### src/rtl/sniff_shift_window_if.sv
// Bundle of the sniffer byte-window signals between the front-end driver
// and the window register. The driver is the master; the window register is the slave.
interface sniff_shift_window_if #(
    parameter int DEPTH  = 12,
    parameter int DATA_W = 8,
    parameter int TAG_W  = 2
);
    localparam int FC_W = $clog2(DEPTH + 1);

    logic                      en;
    logic                      flush;
    logic [DATA_W-1:0]         data_in;
    logic [TAG_W-1:0]          tag_in;
    logic [DATA_W-1:0]         data_out;
    logic [TAG_W-1:0]          tag_out;
    logic                      valid_out;
    logic                      out_strobe;
    logic [DEPTH*DATA_W-1:0]   data_window;
    logic [DEPTH*TAG_W-1:0]    tag_window;
    logic [DEPTH-1:0]          valid_window;
    logic [FC_W-1:0]           fill_count;
    logic                      full;

    modport master (
        output en, flush, data_in, tag_in,
        input  data_out, tag_out, valid_out, out_strobe,
        input  data_window, tag_window, valid_window, fill_count, full
    );

    modport slave (
        input  en, flush, data_in, tag_in,
        output data_out, tag_out, valid_out, out_strobe,
        output data_window, tag_window, valid_window, fill_count, full
    );
endinterface

### src/rtl/sniff_shift_window.sv
// DEPTH-stage byte/tag window with per-stage valids, flush and fill tracking.
// Stage 0 holds the newest byte; the oldest byte leaves from stage DEPTH-1.
module sniff_shift_window #(
    parameter int DEPTH  = 12,
    parameter int DATA_W = 8,
    parameter int TAG_W  = 2
) (
    input  logic                clk,
    input  logic                rst,
    sniff_shift_window_if.slave bus
);
    localparam int FC_W = $clog2(DEPTH + 1);

    logic [DEPTH*DATA_W-1:0] data_win;
    logic [DEPTH*TAG_W-1:0]  tag_win;
    logic [DEPTH-1:0]        valid_win;
    logic [FC_W-1:0]         fill_reg;

    genvar gi;
    generate
        for (gi = 0; gi < DEPTH; gi++) begin : g_stage
            logic [DATA_W-1:0] data_reg;
            logic [DATA_W-1:0] data_next;
            logic [TAG_W-1:0]  tag_reg;
            logic [TAG_W-1:0]  tag_next;
            logic              valid_reg;
            logic              valid_next;

            if (gi == 0) begin : g_head
                always_comb begin
                    data_next  = bus.data_in;
                    tag_next   = bus.tag_in;
                    valid_next = 1'b1;
                end
            end else begin : g_body
                always_comb begin
                    data_next  = data_win[(gi-1)*DATA_W +: DATA_W];
                    tag_next   = tag_win[(gi-1)*TAG_W +: TAG_W];
                    valid_next = valid_win[gi-1];
                end
            end

            // Flush together with en restarts the window on the incoming byte.
            always_ff @(posedge clk or posedge rst) begin
                if (rst) begin
                    data_reg  <= '0;
                    tag_reg   <= '0;
                    valid_reg <= 1'b0;
                end else if (bus.flush) begin
                    if (gi == 0 && bus.en) begin
                        data_reg  <= data_next;
                        tag_reg   <= tag_next;
                        valid_reg <= valid_next;
                    end else begin
                        data_reg  <= '0;
                        tag_reg   <= '0;
                        valid_reg <= 1'b0;
                    end
                end else if (bus.en) begin
                    data_reg  <= data_next;
                    tag_reg   <= tag_next;
                    valid_reg <= valid_next;
                end
            end

            assign data_win[gi*DATA_W +: DATA_W] = data_reg;
            assign tag_win[gi*TAG_W +: TAG_W]    = tag_reg;
            assign valid_win[gi]                 = valid_reg;
        end
    endgenerate

    always_ff @(posedge clk or posedge rst) begin
        if (rst) begin
            fill_reg <= '0;
        end else if (bus.flush) begin
            fill_reg <= bus.en ? FC_W'(1) : '0;
        end else if (bus.en && fill_reg != FC_W'(DEPTH)) begin
            fill_reg <= fill_reg + FC_W'(1);
        end
    end

    assign bus.data_window  = data_win;
    assign bus.tag_window   = tag_win;
    assign bus.valid_window = valid_win;
    assign bus.data_out     = data_win[(DEPTH-1)*DATA_W +: DATA_W];
    assign bus.tag_out      = tag_win[(DEPTH-1)*TAG_W +: TAG_W];
    assign bus.valid_out    = valid_win[DEPTH-1];
    assign bus.out_strobe   = bus.en & ~bus.flush & valid_win[DEPTH-1];
    assign bus.fill_count   = fill_reg;
    assign bus.full         = (fill_reg == FC_W'(DEPTH));
endmodule

### src/flat_wrapper.sv
// flat-port wrapper written by rule: the top's interface ports become plain ports
module sniff_shift_window_flat 
#(
    parameter int DEPTH  = 12,
    parameter int DATA_W = 8,
    parameter int TAG_W  = 2
)
  (clk, rst, bus_en, bus_flush, bus_data_in, bus_tag_in, bus_data_out, bus_tag_out, bus_valid_out, bus_out_strobe, bus_data_window, bus_tag_window, bus_valid_window, bus_fill_count, bus_full);
  sniff_shift_window_if #(.DEPTH(DEPTH), .DATA_W(DATA_W), .TAG_W(TAG_W)) bus_i ();
  input  logic clk;
  input  logic rst;
  input wire logic [$bits(bus_i.en)-1:0] bus_en;
  input wire logic [$bits(bus_i.flush)-1:0] bus_flush;
  input wire logic [$bits(bus_i.data_in)-1:0] bus_data_in;
  input wire logic [$bits(bus_i.tag_in)-1:0] bus_tag_in;
  output wire logic [$bits(bus_i.data_out)-1:0] bus_data_out;
  output wire logic [$bits(bus_i.tag_out)-1:0] bus_tag_out;
  output wire logic [$bits(bus_i.valid_out)-1:0] bus_valid_out;
  output wire logic [$bits(bus_i.out_strobe)-1:0] bus_out_strobe;
  output wire logic [$bits(bus_i.data_window)-1:0] bus_data_window;
  output wire logic [$bits(bus_i.tag_window)-1:0] bus_tag_window;
  output wire logic [$bits(bus_i.valid_window)-1:0] bus_valid_window;
  output wire logic [$bits(bus_i.fill_count)-1:0] bus_fill_count;
  output wire logic [$bits(bus_i.full)-1:0] bus_full;
  assign bus_i.en = bus_en;
  assign bus_i.flush = bus_flush;
  assign bus_i.data_in = bus_data_in;
  assign bus_i.tag_in = bus_tag_in;
  assign bus_data_out = bus_i.data_out;
  assign bus_tag_out = bus_i.tag_out;
  assign bus_valid_out = bus_i.valid_out;
  assign bus_out_strobe = bus_i.out_strobe;
  assign bus_data_window = bus_i.data_window;
  assign bus_tag_window = bus_i.tag_window;
  assign bus_valid_window = bus_i.valid_window;
  assign bus_fill_count = bus_i.fill_count;
  assign bus_full = bus_i.full;
  sniff_shift_window #(.DEPTH(DEPTH), .DATA_W(DATA_W), .TAG_W(TAG_W)) u_core (.clk(clk), .rst(rst), .bus(bus_i));
endmodule
### config.mk
export PLATFORM = sky130hd
export DESIGN_NAME = sniff_shift_window_flat
export DESIGN_NICKNAME = d
export VERILOG_FILES = /design/src/rtl/sniff_shift_window_if.sv /design/src/rtl/sniff_shift_window.sv /design/src/flat_wrapper.sv
export SDC_FILE = /design/constraint.sdc
export NUM_CORES = 1
export LEC_CHECK = 0
export ABC_AREA = 1
export CORE_MARGIN = 5
export CORE_UTILIZATION = 25
export DETAILED_ROUTE_END_ITERATION = 16
export PLACE_DENSITY = 0.51
export SYNTH_ARGS = -nofsm -noshare
export SYNTH_HDL_FRONTEND = slang
export SYNTH_SLANG_ARGS = --single-unit
### constraint.sdc
create_clock -name clk -period 5.9 [get_ports clk]
set_clock_uncertainty 0.2 [all_clocks]
set_input_delay 1.18 -clock clk [delete_from_list [all_inputs] [get_ports clk]]
set_output_delay 1.18 -clock clk [all_outputs]
set_load 0.005 [all_outputs]
; Word level (Yosys, flattened, before mapping)
; Index checks and enable logic that the tools add are counted.
[totals]
wordCells = 124
inputBits = 14
regBits = 136
[classes]
eq_ne = 2
add_sub_neg = 1
reduce_logical = 3
bitwise_logic = 3
n_mux = 78
[op_table]
columns = operator, n
row1 = 2-to-1 mux 8 bit, 25
row2 = 2-to-1 mux 2 bit, 25
row3 = 2-to-1 mux 1 bit, 26
row4 = 2-to-1 mux 4 bit, 2
row5 = adder 4 x 1 -> 4 bit (second input constant), 1
row6 = == test 4 bit (second input constant), 1
row7 = != test 4 bit (second input constant), 1
row8 = nonzero test 2 bit, 2
row9 = bitwise AND 1 bit, 2
row10 = logical AND 1 bit, 1
row11 = NOT 1 bit, 1

; Longest topological paths before layout
[logic_depth]
word_depth = 4
depth_mapped = 6

; Worst setup path after synthesis
; OpenSTA, ideal clock, no wires.
[synth_timing]
path_type = input to output
start = input port bus_flush
end = output port bus_out_strobe
arrival_time_ns = 1.656
path_stages = 4
slack_ns = 2.864
path_buffers = 1
cell_sequence = inv_2 -> nand2_2 -> clkbuf_1 -> nor2_1
[synth_via]
elab_chain_cells = 3
[synth_rtl]
columns = item, line
row1 = start: declaration, flat_wrapper.sv:13  ; input wire logic [$bits(bus_i.flush)-1:0] bus_flush;
row2 = NOT 1 bit, sniff_shift_window.sv:88  ; assign bus.out_strobe = bus.en & ~bus.flush & valid_win[DEPTH-1];
row3 = bitwise AND 1 bit (2 in a row), sniff_shift_window.sv:88
row4 = end: declaration, flat_wrapper.sv:19  ; output wire logic [$bits(bus_i.out_strobe)-1:0] bus_out_strobe;
; Every way passes these cells.

; Worst setup path after layout
[layout_timing]
start = input port bus_en
end = output port bus_out_strobe
[layout_via]
elab_chain_cells = 2
[layout_rtl]
columns = item, line
row1 = start: declaration, flat_wrapper.sv:12  ; input wire logic [$bits(bus_i.en)-1:0] bus_en;
row2 = bitwise AND 1 bit (2 in a row), sniff_shift_window.sv:88
; Every way passes these cells.

==> results.txt <==
----------------------------------------------------
[GRT]
  Number of antenna violations at the first check in global routing ... 0
  Number of global-route vias before repair ... 4171
  Total gr overflow ... 0
  Largest net degree at the start of global routing ... between 100 and 150
  Wire length of the first global-routing pass ... 24.0 mm
  Total Routing Usage GR ... 12.6%

[Worst setup path]
  Required time at the worst-slack endpoint ... 4.52 ns
  Start-to-end type of the worst setup path ... input pin to output pin
  Max FO, Critical Path ... 13
  Type of element launching the critical path ... input pin
  Data arrival time of the critical path ... 2.82 ns
  Critical Path Sink Type ... output pin

[Yosys]
  Synth Area in XOR/XNOR ... 0%
  Sequential fraction of the synthesis area ... 65.3%
  Gate Count Post-Synth ... 493
  Net count after synthesis ... about 510
  Combinational family with the most area after synthesis ... compound AO/OA/AOI/OAI gates
  Area of the mapped netlist ... between 5000 and 6000 sq um
  Number of register bits inferred by synthesis ... 136
  Compound-Gate Fraction of Synth Area ... 15.7%
  Simple logic cell fraction of the synthesized area ... 3.53%
  Adder-cell area share of the yosys netlist ... 0.480%
  Unique cell type count in the Yosys netlist ... 18
  Synthesized area divided by synthesized cell count ... 10.6 sq um
  Mux cell area share after synthesis ... 0%
  Number of synthesis warnings ... 0

[Clock network]
  Maximum level of the CTS H-tree ... 4
  Total setup buffers inserted after CTS ... 0
  TritonCTS Buffers ... 17
  Clock latency at the later pin of the worst-skew pair ... 0.41 ns
  Cell chosen for the clock root ... clkbuf_16
  Cts-stage hold buffer count ... 0
  Clock transition time at the flip-flop clock pins of the worst setup and hold paths ... 0.06 ns
  Clock buffer depth ... 2
  Number of sinks handled by clock tree synthesis ... 136
  Number of cells upsized or downsized after cts ... 0
  Clock tree from TritonCTS ... yes

[Final layout]
  Final #Nets ... 644
  Sequential cell area ... 3400 sq um
  Flip-flop count of the largest register after layout ... 80
  Share of layout cells above drive strength 1 ... between 6 and 7%
  ANT cells ... 0
  Area of the multi-input gates ... 1040 sq um
  Highest-count cells in the layout ignoring fill and taps ... clkdlybuf4s50_1, dfrtp_1, inv_1
  Commonest non-fill, non-tap cell in the layout ... clkdlybuf4s50_1
  Area growth syn-to-layout ... 44.3%
  FILL cells ... 2011

[Hold path]
  Worst min path class ... flop to flop

[Timing]
  Unrepaired setup endpoints after global routing ... false
  Period utilisation layout ... 71.2%
  Tmin final ... 4.20 ns
  Slew Limit Headroom ... 36.6%
  Final-report setup violation count ... 0
  Worst Tran Pin Value ... 0.951 ns
  Fin. max-slew vios ... 0
  Total Negative Setup Slacks ... 0 ns
  Final Hold Viols ... 0
  Maximum clock rate ... 238 MHz

[Drt]
  Number of remaining DRC errors ... 0
  Count of vias placed by the detailed router ... 4008
  DRC marker count from the first detailed-route iteration ... between 200 and 250
  Average wire per cell in the routed design ... 16.4 microns
  Wire length reported by the detailed router ... 15.0 mm
  Remaining number of nets flagged by the antenna check after routing ... 0
  Detailed-route vias per instance ... 4.40
  Detailed-routing iteration count for the pre-antenna-repair pass ... 4

[Place]
  Buffers added on ports ... 162
  GPL Wtd Cong ... 0.788
  Estimated wirelength of the detail-placed design ... between 10 and 15 mm

[Floorplan]
  Starting density of the core ... 25.6%
  Chip Width ... between 150 and 200 microns
  Placeable core region ... 20400 sq um
  Number of rows created at floorplan ... 52
  Top-level port count ... roughly 160
  Die outline height ... 154 microns
  Die Outline Area ... 23800 sq um

[Job]
  Number of max-cap violations ... 0

[Pwr]
  Total leakage power ... 3.11 nW
  Largest voltage drop on the vdd net ... 186 uV
  PD cells ... 286 nW/um^2
  Final Total Pwr ... 0.00215 W

[Run status]
  Outcome ... finished clean

----------------------------------------------------
[power by group]
group	internal (W)	switching, W
combinational	0.0000506	0.0000768
clock	0.000662	0.000402
sequential	0.000949	0.0000124
[final timing paths]
| kind | startpoint | endpoint | slack (ns) | cells past startpoint |
|---|---|---|---|---|
| worst min-delay path | u_core.bus.data_out[7] | u_core.bus.data_out[7] | 0.34 | 2 |
| worst max-delay path | bus_en | bus_out_strobe | 1.70 | 4 |
| max in group asynchronous | rst | u_core.g_stage[8].data_reg[1] | 3.32 | 3 |
| worst min register to register | u_core.bus.data_out[7] | u_core.bus.data_out[7] | 0.34 | 2 |
| worst max register to register | u_core.bus.fill_count[0] | u_core.bus.fill_count[1] | 4.39 | 6 |
| min in group asynchronous | rst | u_core.bus.fill_count[3] | 1.18 | 2 |
[worst max-delay path: stages]
cell,delay [ns]
clkdlybuf4s50_1,0.94
nand2_4,0.08
nor2_1,0.11
clkdlybuf4s50_1,0.51
[per-layer routing]
| metal | track usage (%) | vias up | routed length [microns] |
|---|---|---|---|
| met5 | 0 | - | 0 |
| met2 | 20.2 | 132 | 7110 |
| li1 | - | 1883 | - |
| met1 | 16.2 | 1984 | 6610 |
| met3 | 4.58 | 9 | 1080 |
| met4 | 3.57 | 0 | 165 |
[cell usage after synthesis, drive strengths merged]
cell type | count | area [sq um]
nand3 | 14 | 70.1
nor2 | 2 | 7.51
o22ai | 111 | 694
dfrtp | 136 | 3400
buf | 46 | 287
or2 | 1 | 6.26
ha | 2 | 25.0
clkbuf | 5 | 18.8
o211ai | 1 | 7.51
nand2 | 22 | 87.6
o21ai | 23 | 115
inv | 128 | 480
nand4 | 2 | 12.5
[area by class of cell]
class                      count  area share [%]
timing repair buffer         167            22.0
tap                          270            4.49
sequential                   136            45.2
clock buffer                  24            6.93
multi-input combinational    178            13.8
clock inverter                 8            1.11
inverter                     128            6.45
[cell families (layout without fill, tap and decap cells)]
logic type               count (synthesis)  count (layout)
buffers and inverters                  179             327
flip-flops                             136             136
AO/OA/AOI/OAI                          135             135
AND/OR/NAND/NOR                         41              41
adder cells (fa/ha/maj)                  2               2
[through the flow]
stage	hold slack, ns	area [sq um]	setup slack, ns	cells	utilization [%]
after global placement	0.324	6920	1.70	879	34.0
final	0.340	7530	1.70	911	37.0
after global routing	0.378	7530	1.62	911	37.0
after floorplan	0.317	5220	0.881	493	-
after CTS	0.349	7530	1.69	911	37.0
after detailed placement	0.333	6920	1.69	879	34.0
(Power assumes the default switching activity.)
